===== src/rtl/nn_pkg.sv =====
// Shared types and arithmetic helpers for the layer-sequencing neural engine.
package nn_pkg;

  localparam int DEF_DATA_W = 8;
  localparam int DEF_ACC_W  = 24;
  localparam int DEF_ADDR_W = 8;

  typedef enum logic [2:0] {
    S_IDLE, S_FETCH_IN, S_FETCH, S_MAC, S_WRITE, S_DONE
  } state_e;

  // Fixed-point rescale, optional ReLU, then clamp into a signed data_w range.
  // Works on a 64-bit container so any legal accumulator width fits.
  function automatic logic signed [63:0] sat_relu(input logic signed [63:0] acc,
                                                  input int frac, input logic relu,
                                                  input int data_w);
    logic signed [63:0] v, hi, lo;
    v  = acc >>> frac;
    hi = (64'sd1 <<< (data_w - 1)) - 64'sd1;
    lo = -(64'sd1 <<< (data_w - 1));
    if (relu && v < 64'sd0) v = '0;
    if (v > hi)      v = hi;
    else if (v < lo) v = lo;
    return v;
  endfunction

  // Bank select flag: 0 reads the low bank and writes the high bank.
  function automatic logic bank_swap(input logic sel);
    return ~sel;
  endfunction

endpackage


===== src/rtl/neural_layer_engine_if.sv =====
// Host handshake plus instruction/weight/neuron memory ports of the engine.
interface neural_layer_engine_if #(
  parameter int DATA_W = 8,
  parameter int ADDR_W = 8
);
  logic                     start, busy, done;
  logic signed [DATA_W-1:0] result;
  logic        [ADDR_W-1:0] result_base;
  logic        [ADDR_W-1:0] instr_addr, instr_data;
  logic        [ADDR_W-1:0] weight_addr;
  logic signed [DATA_W-1:0] weight_data;
  logic        [ADDR_W-1:0] rd_addr;
  logic signed [DATA_W-1:0] rd_data;
  logic                     wr_en;
  logic        [ADDR_W-1:0] wr_addr;
  logic signed [DATA_W-1:0] wr_data;

  modport master (
    input  start, instr_data, weight_data, rd_data,
    output busy, done, result, result_base, instr_addr, weight_addr,
           rd_addr, wr_en, wr_addr, wr_data
  );

  modport slave (
    output start, instr_data, weight_data, rd_data,
    input  busy, done, result, result_base, instr_addr, weight_addr,
           rd_addr, wr_en, wr_addr, wr_data
  );
endinterface


===== src/rtl/nn_mac_unit.sv =====
// Signed multiply-accumulate with the shift/ReLU/saturate output stage.
module nn_mac_unit import nn_pkg::*; #(
  parameter int DATA_W    = DEF_DATA_W,
  parameter int ACC_W     = DEF_ACC_W,
  parameter int FRAC_BITS = 4,
  parameter int RELU_EN   = 1
) (
  input  logic                     clk,
  input  logic                     reset,
  input  logic                     clr,
  input  logic                     en,
  input  logic signed [DATA_W-1:0] a,
  input  logic signed [DATA_W-1:0] b,
  output logic signed [DATA_W-1:0] y
);
  logic signed [ACC_W-1:0]    acc_q, acc_d;
  logic signed [2*DATA_W-1:0] prod;

  assign prod = a * b;

  always_comb begin
    acc_d = acc_q;
    if (clr)     acc_d = '0;
    else if (en) acc_d = acc_q + ACC_W'(prod);
  end

  always_ff @(posedge clk or posedge reset) begin
    if (reset) acc_q <= '0;
    else       acc_q <= acc_d;
  end

  assign y = DATA_W'(sat_relu(64'(acc_q), FRAC_BITS, RELU_EN != 0, DATA_W));
endmodule


===== src/rtl/neural_layer_engine.sv =====
// Sequences fully connected layers from instruction memory, ping-ponging
// activations between two neuron-RAM banks.
module neural_layer_engine import nn_pkg::*; #(
  parameter int DATA_W     = DEF_DATA_W,
  parameter int ACC_W      = DEF_ACC_W,
  parameter int ADDR_W     = DEF_ADDR_W,
  parameter int FRAC_BITS  = 4,
  parameter int RELU_EN    = 1,
  parameter int MAX_LAYERS = 8,
  parameter int BANK_LOW   = 0,
  parameter int BANK_HIGH  = 128
) (
  input logic                   clk,
  input logic                   reset,
  neural_layer_engine_if.master bus
);
  state_e                   state_q, state_d;
  logic        [ADDR_W-1:0] ip_q, ip_d, w_ptr_q, w_ptr_d, i_q, i_d;
  logic        [ADDR_W-1:0] neuron_q, neuron_d, nk_q, nk_d, fanin_q, fanin_d;
  logic        [ADDR_W-1:0] rbase_q, rbase_d;
  logic                     bank_q, bank_d;
  logic signed [DATA_W-1:0] result_q, result_d, mac_y;
  logic                     mac_clr, mac_en, in_write, in_mac;
  logic        [ADDR_W-1:0] rd_base, wr_base;

  assign rd_base = bank_q ? ADDR_W'(BANK_HIGH) : ADDR_W'(BANK_LOW);
  assign wr_base = bank_q ? ADDR_W'(BANK_LOW)  : ADDR_W'(BANK_HIGH);

  nn_mac_unit #(.DATA_W(DATA_W), .ACC_W(ACC_W), .FRAC_BITS(FRAC_BITS), .RELU_EN(RELU_EN)) u_mac (
    .clk(clk), .reset(reset), .clr(mac_clr), .en(mac_en),
    .a(bus.rd_data), .b(bus.weight_data), .y(mac_y)
  );

  always_comb begin
    state_d  = state_q;
    ip_d     = ip_q;
    w_ptr_d  = w_ptr_q;
    i_d      = i_q;
    neuron_d = neuron_q;
    nk_d     = nk_q;
    fanin_d  = fanin_q;
    rbase_d  = rbase_q;
    bank_d   = bank_q;
    result_d = result_q;
    mac_clr  = 1'b0;
    mac_en   = 1'b0;
    case (state_q)
      S_IDLE: if (bus.start) begin
        state_d  = S_FETCH_IN;
        ip_d     = '0;
        w_ptr_d  = '0;
        bank_d   = 1'b0;
        result_d = '0;
        rbase_d  = ADDR_W'(BANK_LOW);
      end
      S_FETCH_IN: begin
        fanin_d = bus.instr_data;
        ip_d    = ADDR_W'(1);
        state_d = S_FETCH;
      end
      S_FETCH: begin
        if (bus.instr_data == '0 || ip_q > ADDR_W'(MAX_LAYERS)) begin
          state_d = S_DONE;
        end else begin
          nk_d     = bus.instr_data;
          neuron_d = '0;
          i_d      = '0;
          mac_clr  = 1'b1;
          state_d  = (fanin_q == '0) ? S_WRITE : S_MAC;
        end
      end
      S_MAC: begin
        mac_en  = 1'b1;
        w_ptr_d = w_ptr_q + 1'b1;
        if (i_q == fanin_q - 1'b1) state_d = S_WRITE;
        else                       i_d     = i_q + 1'b1;
      end
      S_WRITE: begin
        result_d = mac_y;
        if (neuron_q < nk_q - 1'b1) begin
          neuron_d = neuron_q + 1'b1;
          i_d      = '0;
          mac_clr  = 1'b1;
          state_d  = (fanin_q == '0) ? S_WRITE : S_MAC;
        end else begin
          // Layer finished: its outputs become the next layer's inputs.
          fanin_d = nk_q;
          bank_d  = bank_swap(bank_q);
          rbase_d = wr_base;
          ip_d    = ip_q + 1'b1;
          state_d = S_FETCH;
        end
      end
      S_DONE:  state_d = S_IDLE;
      default: state_d = S_IDLE;
    endcase
  end

  always_ff @(posedge clk or posedge reset) begin
    if (reset) begin
      state_q  <= S_IDLE;
      ip_q     <= '0;
      w_ptr_q  <= '0;
      i_q      <= '0;
      neuron_q <= '0;
      nk_q     <= '0;
      fanin_q  <= '0;
      rbase_q  <= ADDR_W'(BANK_LOW);
      bank_q   <= 1'b0;
      result_q <= '0;
    end else begin
      state_q  <= state_d;
      ip_q     <= ip_d;
      w_ptr_q  <= w_ptr_d;
      i_q      <= i_d;
      neuron_q <= neuron_d;
      nk_q     <= nk_d;
      fanin_q  <= fanin_d;
      rbase_q  <= rbase_d;
      bank_q   <= bank_d;
      result_q <= result_d;
    end
  end

  // Outputs decode straight from the state so reset clears them immediately.
  assign in_write        = (state_q == S_WRITE);
  assign in_mac          = (state_q == S_MAC);
  assign bus.busy        = (state_q != S_IDLE);
  assign bus.done        = (state_q == S_DONE);
  assign bus.wr_en       = in_write;
  assign bus.wr_addr     = in_write ? wr_base + neuron_q : '0;
  assign bus.wr_data     = in_write ? mac_y : '0;
  assign bus.rd_addr     = in_mac ? rd_base + i_q : '0;
  assign bus.weight_addr = w_ptr_q;
  assign bus.instr_addr  = ip_q;
  assign bus.result      = result_q;
  assign bus.result_base = rbase_q;
endmodule


===== src/flat_wrapper.sv =====
// flat-port wrapper written by rule: the top's interface ports become plain ports
module neural_layer_engine_flat import nn_pkg::*;
#(
  parameter int DATA_W     = DEF_DATA_W,
  parameter int ACC_W      = DEF_ACC_W,
  parameter int ADDR_W     = DEF_ADDR_W,
  parameter int FRAC_BITS  = 4,
  parameter int RELU_EN    = 1,
  parameter int MAX_LAYERS = 8,
  parameter int BANK_LOW   = 0,
  parameter int BANK_HIGH  = 128
)
  (clk, reset, bus_start, bus_instr_data, bus_weight_data, bus_rd_data, bus_busy, bus_done, bus_result, bus_result_base, bus_instr_addr, bus_weight_addr, bus_rd_addr, bus_wr_en, bus_wr_addr, bus_wr_data);
  neural_layer_engine_if #(.DATA_W(DATA_W), .ADDR_W(ADDR_W)) bus_i ();
  input logic clk;
  input logic reset;
  input wire logic [$bits(bus_i.start)-1:0] bus_start;
  input wire logic [$bits(bus_i.instr_data)-1:0] bus_instr_data;
  input wire logic [$bits(bus_i.weight_data)-1:0] bus_weight_data;
  input wire logic [$bits(bus_i.rd_data)-1:0] bus_rd_data;
  output wire logic [$bits(bus_i.busy)-1:0] bus_busy;
  output wire logic [$bits(bus_i.done)-1:0] bus_done;
  output wire logic [$bits(bus_i.result)-1:0] bus_result;
  output wire logic [$bits(bus_i.result_base)-1:0] bus_result_base;
  output wire logic [$bits(bus_i.instr_addr)-1:0] bus_instr_addr;
  output wire logic [$bits(bus_i.weight_addr)-1:0] bus_weight_addr;
  output wire logic [$bits(bus_i.rd_addr)-1:0] bus_rd_addr;
  output wire logic [$bits(bus_i.wr_en)-1:0] bus_wr_en;
  output wire logic [$bits(bus_i.wr_addr)-1:0] bus_wr_addr;
  output wire logic [$bits(bus_i.wr_data)-1:0] bus_wr_data;
  assign bus_i.start = bus_start;
  assign bus_i.instr_data = bus_instr_data;
  assign bus_i.weight_data = bus_weight_data;
  assign bus_i.rd_data = bus_rd_data;
  assign bus_busy = bus_i.busy;
  assign bus_done = bus_i.done;
  assign bus_result = bus_i.result;
  assign bus_result_base = bus_i.result_base;
  assign bus_instr_addr = bus_i.instr_addr;
  assign bus_weight_addr = bus_i.weight_addr;
  assign bus_rd_addr = bus_i.rd_addr;
  assign bus_wr_en = bus_i.wr_en;
  assign bus_wr_addr = bus_i.wr_addr;
  assign bus_wr_data = bus_i.wr_data;
  neural_layer_engine #(.DATA_W(DATA_W), .ACC_W(ACC_W), .ADDR_W(ADDR_W), .FRAC_BITS(FRAC_BITS), .RELU_EN(RELU_EN), .MAX_LAYERS(MAX_LAYERS), .BANK_LOW(BANK_LOW), .BANK_HIGH(BANK_HIGH)) u_core (.clk(clk), .reset(reset), .bus(bus_i));
endmodule

===== config.mk =====
export PLATFORM = sky130hd
export DESIGN_NAME = neural_layer_engine_flat
export DESIGN_NICKNAME = d
export VERILOG_FILES = /design/src/rtl/nn_pkg.sv /design/src/rtl/neural_layer_engine_if.sv /design/src/rtl/nn_mac_unit.sv /design/src/rtl/neural_layer_engine.sv /design/src/flat_wrapper.sv
export SDC_FILE = /design/constraint.sdc
export NUM_CORES = 1
export LEC_CHECK = 0
export ABC_AREA = 1
export BUFFER_PORTS_ARGS = -buffer_cell sky130_fd_sc_hd__buf_4
export CAP_MARGIN = 20
export CORE_ASPECT_RATIO = 1.1
export CORE_MARGIN = 3
export CORE_UTILIZATION = 31
export CTS_CLUSTER_SIZE = 40
export DETAILED_ROUTE_END_ITERATION = 8
export PLACE_DENSITY = 0.47
export SYNTH_ARGS = -nofsm -noshare
export SYNTH_HDL_FRONTEND = slang
export SYNTH_SLANG_ARGS = --single-unit

===== constraint.sdc =====
create_clock -name clk -period 8.2 [get_ports clk]
set_input_delay 0.82 -clock clk [delete_from_list [all_inputs] [get_ports clk]]
set_output_delay 0.82 -clock clk [all_outputs]
set_load 0.1 [all_outputs]

==> load_flow_metrics.sql <==
INSERT INTO impl_metrics (metric_group, metric, value, unit) VALUES
('sta', 'maxClockFrequency', '182', 'MHz'),
('placement', 'pre_cts_slack', '2.34', 'ns'),
('routing', 'route.detailed.wl_per_inst', '14.8', 'um'),
('die', 'die_boundary_width', '172', 'um'),
('clock_network', 'clkSinkCount', '84', ''),
('placement', 'io_buffer_count', '77', ''),
('yosys', 'yosysTopAreaCellShare', '22.4', '%'),
('sta', 'hold_viol_final', '0', ''),
('routing', 'drt_pass1_iterations', '6', ''),
('routing', 'dr.first_iter.drc_count', '368', ''),
('clock_network', 'htree_levels', '3', ''),
('placement', 'globalplace.congestion', '0.865', ''),
('placement', 'dp.final_hpwl', '19200', 'um'),
('die', 'design.portCount', '86', ''),
('clock_network', 'cts-root-buf', 'sky130_fd_sc_hd__clkbuf_16', ''),
('yosys', 'count_of_unique_library_cells_instantiated_by_yosys', '52', ''),
('yosys', 'ys_seq_area_share', '22.4', '%'),
('sta', 'setup_viol', '0', ''),
('routing', 'met3RoutedLength', '731', 'um'),
('yosys', 'synth_flop_cell', 'sky130_fd_sc_hd__dfrtp_1', ''),
('grt', 'grt_overflow_total', '0', ''),
('sta', 'final-max-slew-violation-count', '0', ''),
('die', 'starting_utilization_of_the_core_area', '31.5', '%'),
('routing', 'via_count', '7521', ''),
('clock_network', 'cts-buffers-inserted', '9', ''),
('routing', 'highest_layer', 'met4', ''),
('final_layout', 'antenna-diode-count', '0', ''),
('critical_path', 'path_class', 'in2reg', ''),
('clock_network', 'cts_setup_buffers', '0', ''),
('critical_path', 'worst_setup_path_start_kind', 'input pin', ''),
('yosys', 'synth-seq-cells', '84', ''),
('critical_path', 'timing.critical_path.required', '8.49', 'ns'),
('grt', 'grt_pass1_vias', '7746', ''),
('yosys', 'post_syn_area', '9380', 'um2'),
('final_layout', 'post_route_cells_drive_above_1_share', '11.2', '%'),
('yosys', 'post-synth-top-count-cell', 'sky130_fd_sc_hd__nand2_1', ''),
('grt', 'grt_max_degree', '66', ''),
('critical_path', 'cp-end-kind', 'flip-flop', ''),
('clock_network', 'tritoncts', 'done', ''),
('sta', 'final.setup.worst_slack', '2.71', 'ns'),
('yosys', 'synth_enable_flop_cells', '0', ''),
('die', 'die-height', '188', 'um'),
('sta', 'max-slew-margin-rel', '30.4', '%'),
('die', 'rows', '66', ''),
('critical_path', 'timing.rr.start', 'u_core.u_mac.acc_q[6]$_DFFE_PP0P_', ''),
('grt', 'grt_antenna_before_repair', '0', ''),
('clock_network', 'clk_path_buf_depth', '2', ''),
('critical_path', 'critical_path.reg2reg.endpoint', 'u_core.u_mac.acc_q[20]$_DFFE_PP0P_', ''),
('job', 'drv_cap', '0', ''),
('clock_network', 'cts_resized', '0', ''),
('placement', 'dpl.cell_count', '1601', ''),
('routing', 'drt_wl_total', '24000', 'um'),
('sta', 'part_of_the_cycle_the_worst_path_needs', '67.0', '%'),
('critical_path', 'path_max_fanout', '8', ''),
('routing', 'met2RoutedLength', '11500', 'um'),
('critical_path', 'setup.reg_to_reg.worst_slack', '3.59', 'ns'),
('final_layout', 'num-nets-final', '1437', ''),
('yosys', 'synth.avg_cell_area', '7.92', 'um2'),
('critical_path', 'timing.critical_path.arrival', '5.78', 'ns'),
('die', 'die-area', '32400', 'um2'),
('yosys', 'synth_common_cells', 'sky130_fd_sc_hd__nand2_1, sky130_fd_sc_hd__inv_1, sky130_fd_sc_hd__fa_1, sky130_fd_sc_hd__dfrtp_1', ''),
('final_layout', 'layout.cells.non_filler', '1617', ''),
('final_layout', 'total_of_fill_cells_in_the_finished_design', '3141', ''),
('sta', 'grt_setup_unrepaired', 'false', ''),
('yosys', 'postSynthCellCount', '1184', ''),
('sta', 'max_slew.worst_pin.slew', '1.04', 'ns'),
('yosys', 'yosys-top-cells-area', 'sky130_fd_sc_hd__dfrtp_1, sky130_fd_sc_hd__fa_1, sky130_fd_sc_hd__nand2_1, sky130_fd_sc_hd__inv_1, sky130_fd_sc_hd__ha_1', ''),
('run_status', 'status', 'finished clean', ''),
('sta', 'clock_skew', '0.00854', 'ns'),
('routing', 'antenna_violating_nets_post_route', '0', ''),
('final_layout', 'area_delta_synth_final', '12.3', '%');
-- area by class of cell --
class,count,area (um2),share of cell area [%]
multi-input combinational,824,6160,58.5
sequential,84,2100,20.0
inverter,241,908,8.63
timing repair buffer,78,586,5.56
tap,374,468,4.44
clock buffer,9,225,2.14
clock inverter,7,82.6,0.784
-- state kept, by name (all words and copies together), names as in the netlist --
register                count
u_core.u_mac.acc_q         24
u_core.bus.result           8
u_core.bank_q               1
u_core.nk_q                 8
u_core.fanin_q              8
u_core.state_q              3
u_core.bus.weight_addr      8
u_core.i_q                  8
u_core.bus.instr_addr       8
u_core.neuron_q             8
-- placed cells by master, fill, tap and decap left out, types with 5 or more instances in the layout --
cell	n
sky130_fd_sc_hd__a21oi_1	42
sky130_fd_sc_hd__buf_4	78
sky130_fd_sc_hd__clkbuf_16	9
sky130_fd_sc_hd__conb_1	8
sky130_fd_sc_hd__dfrtp_1	84
sky130_fd_sc_hd__fa_1	104
sky130_fd_sc_hd__ha_1	68
sky130_fd_sc_hd__inv_1	229
sky130_fd_sc_hd__inv_2	9
sky130_fd_sc_hd__nand2_1	258
sky130_fd_sc_hd__nand2_4	5
sky130_fd_sc_hd__nand3_1	83
sky130_fd_sc_hd__nand4_1	15
sky130_fd_sc_hd__nor2_1	83
sky130_fd_sc_hd__nor2_2	7
sky130_fd_sc_hd__nor3_1	6
sky130_fd_sc_hd__o21ai_0	36
sky130_fd_sc_hd__o21ai_1	17
sky130_fd_sc_hd__o31ai_1	11
sky130_fd_sc_hd__xnor2_1	17
sky130_fd_sc_hd__xor2_1	16
-- how the worst max path moves through the flow --
| stage | from | end | slack (ns) |
|---|---|---|---|
| 2_1_floorplan | bus_weight_data[1] | u_core.u_mac.acc_q[16]$_DFFE_PP0P_ | 2.86 |
| 3_3_place_gp | bus_weight_data[2] | u_core.u_mac.acc_q[23]$_DFFE_PP0P_ | 2.36 |
| 3_5_place_dp | bus_weight_data[2] | u_core.u_mac.acc_q[23]$_DFFE_PP0P_ | 2.34 |
| 4_1_cts | bus_weight_data[2] | u_core.u_mac.acc_q[23]$_DFFE_PP0P_ | 2.69 |
| 5_1_grt | bus_weight_data[2] | u_core.u_mac.acc_q[23]$_DFFE_PP0P_ | 2.22 |
| 6_report | bus_weight_data[2] | u_core.u_mac.acc_q[23]$_DFFE_PP0P_ | 2.71 |
-- through the flow --
step | area (um2) | hold WS (ns) | utilization [%]
after floorplan | 9410 | 0.475 | -
after global placement | 10200 | 0.458 | 34.4
after detailed placement | 10200 | 0.463 | 34.4
after CTS | 10500 | 0.449 | 35.4
after global routing | 10500 | 0.467 | 35.4
final | 10500 | 0.433 | 35.4
-- critical path: stages --
cell	delay [ns]
sky130_fd_sc_hd__buf_4	0.14
sky130_fd_sc_hd__nand2_1	0.16
sky130_fd_sc_hd__inv_1	0.07
sky130_fd_sc_hd__fa_1	0.53
sky130_fd_sc_hd__inv_1	0.15
sky130_fd_sc_hd__fa_1	0.65
sky130_fd_sc_hd__inv_1	0.27
sky130_fd_sc_hd__fa_1	0.61
sky130_fd_sc_hd__inv_1	0.07
sky130_fd_sc_hd__fa_1	0.53
sky130_fd_sc_hd__inv_1	0.04
sky130_fd_sc_hd__ha_1	0.29
sky130_fd_sc_hd__ha_1	0.38
sky130_fd_sc_hd__inv_1	0.12
sky130_fd_sc_hd__nor3_1	0.29
sky130_fd_sc_hd__nand2_1	0.08
sky130_fd_sc_hd__inv_1	0.08
sky130_fd_sc_hd__nand3_1	0.10
sky130_fd_sc_hd__nand3_1	0.13
sky130_fd_sc_hd__inv_1	0.05
sky130_fd_sc_hd__nand2_1	0.06
sky130_fd_sc_hd__nand3_1	0.06
sky130_fd_sc_hd__nand2_1	0.08
-- per-layer routing --
metal,vias up,global-route usage [%]
li1,3764,-
met1,3601,21.7
met2,129,26.0
met3,27,1.66
met4,0,4.02
met5,-,0
-- logic make-up (layout without fill, tap and decap cells) --
kind of cell | count (synthesis) | in the layout | share of synthesized area [%]
fa+ha+maj | 172 | 172 | 31.3
compound gates | 128 | 128 | 7.91
simple gates | 482 | 482 | 23.0
buf+inv | 283 | 335 | 12.2
mux | 1 | 1 | 0.120
xor+xnor | 33 | 33 | 3.08
flops | 84 | 84 | 22.4
other cells | 1 | 8 | 0.0400
Power is not shown: default switching activity piles up to over one toggle a cycle in this logic, so the estimate is an artifact.
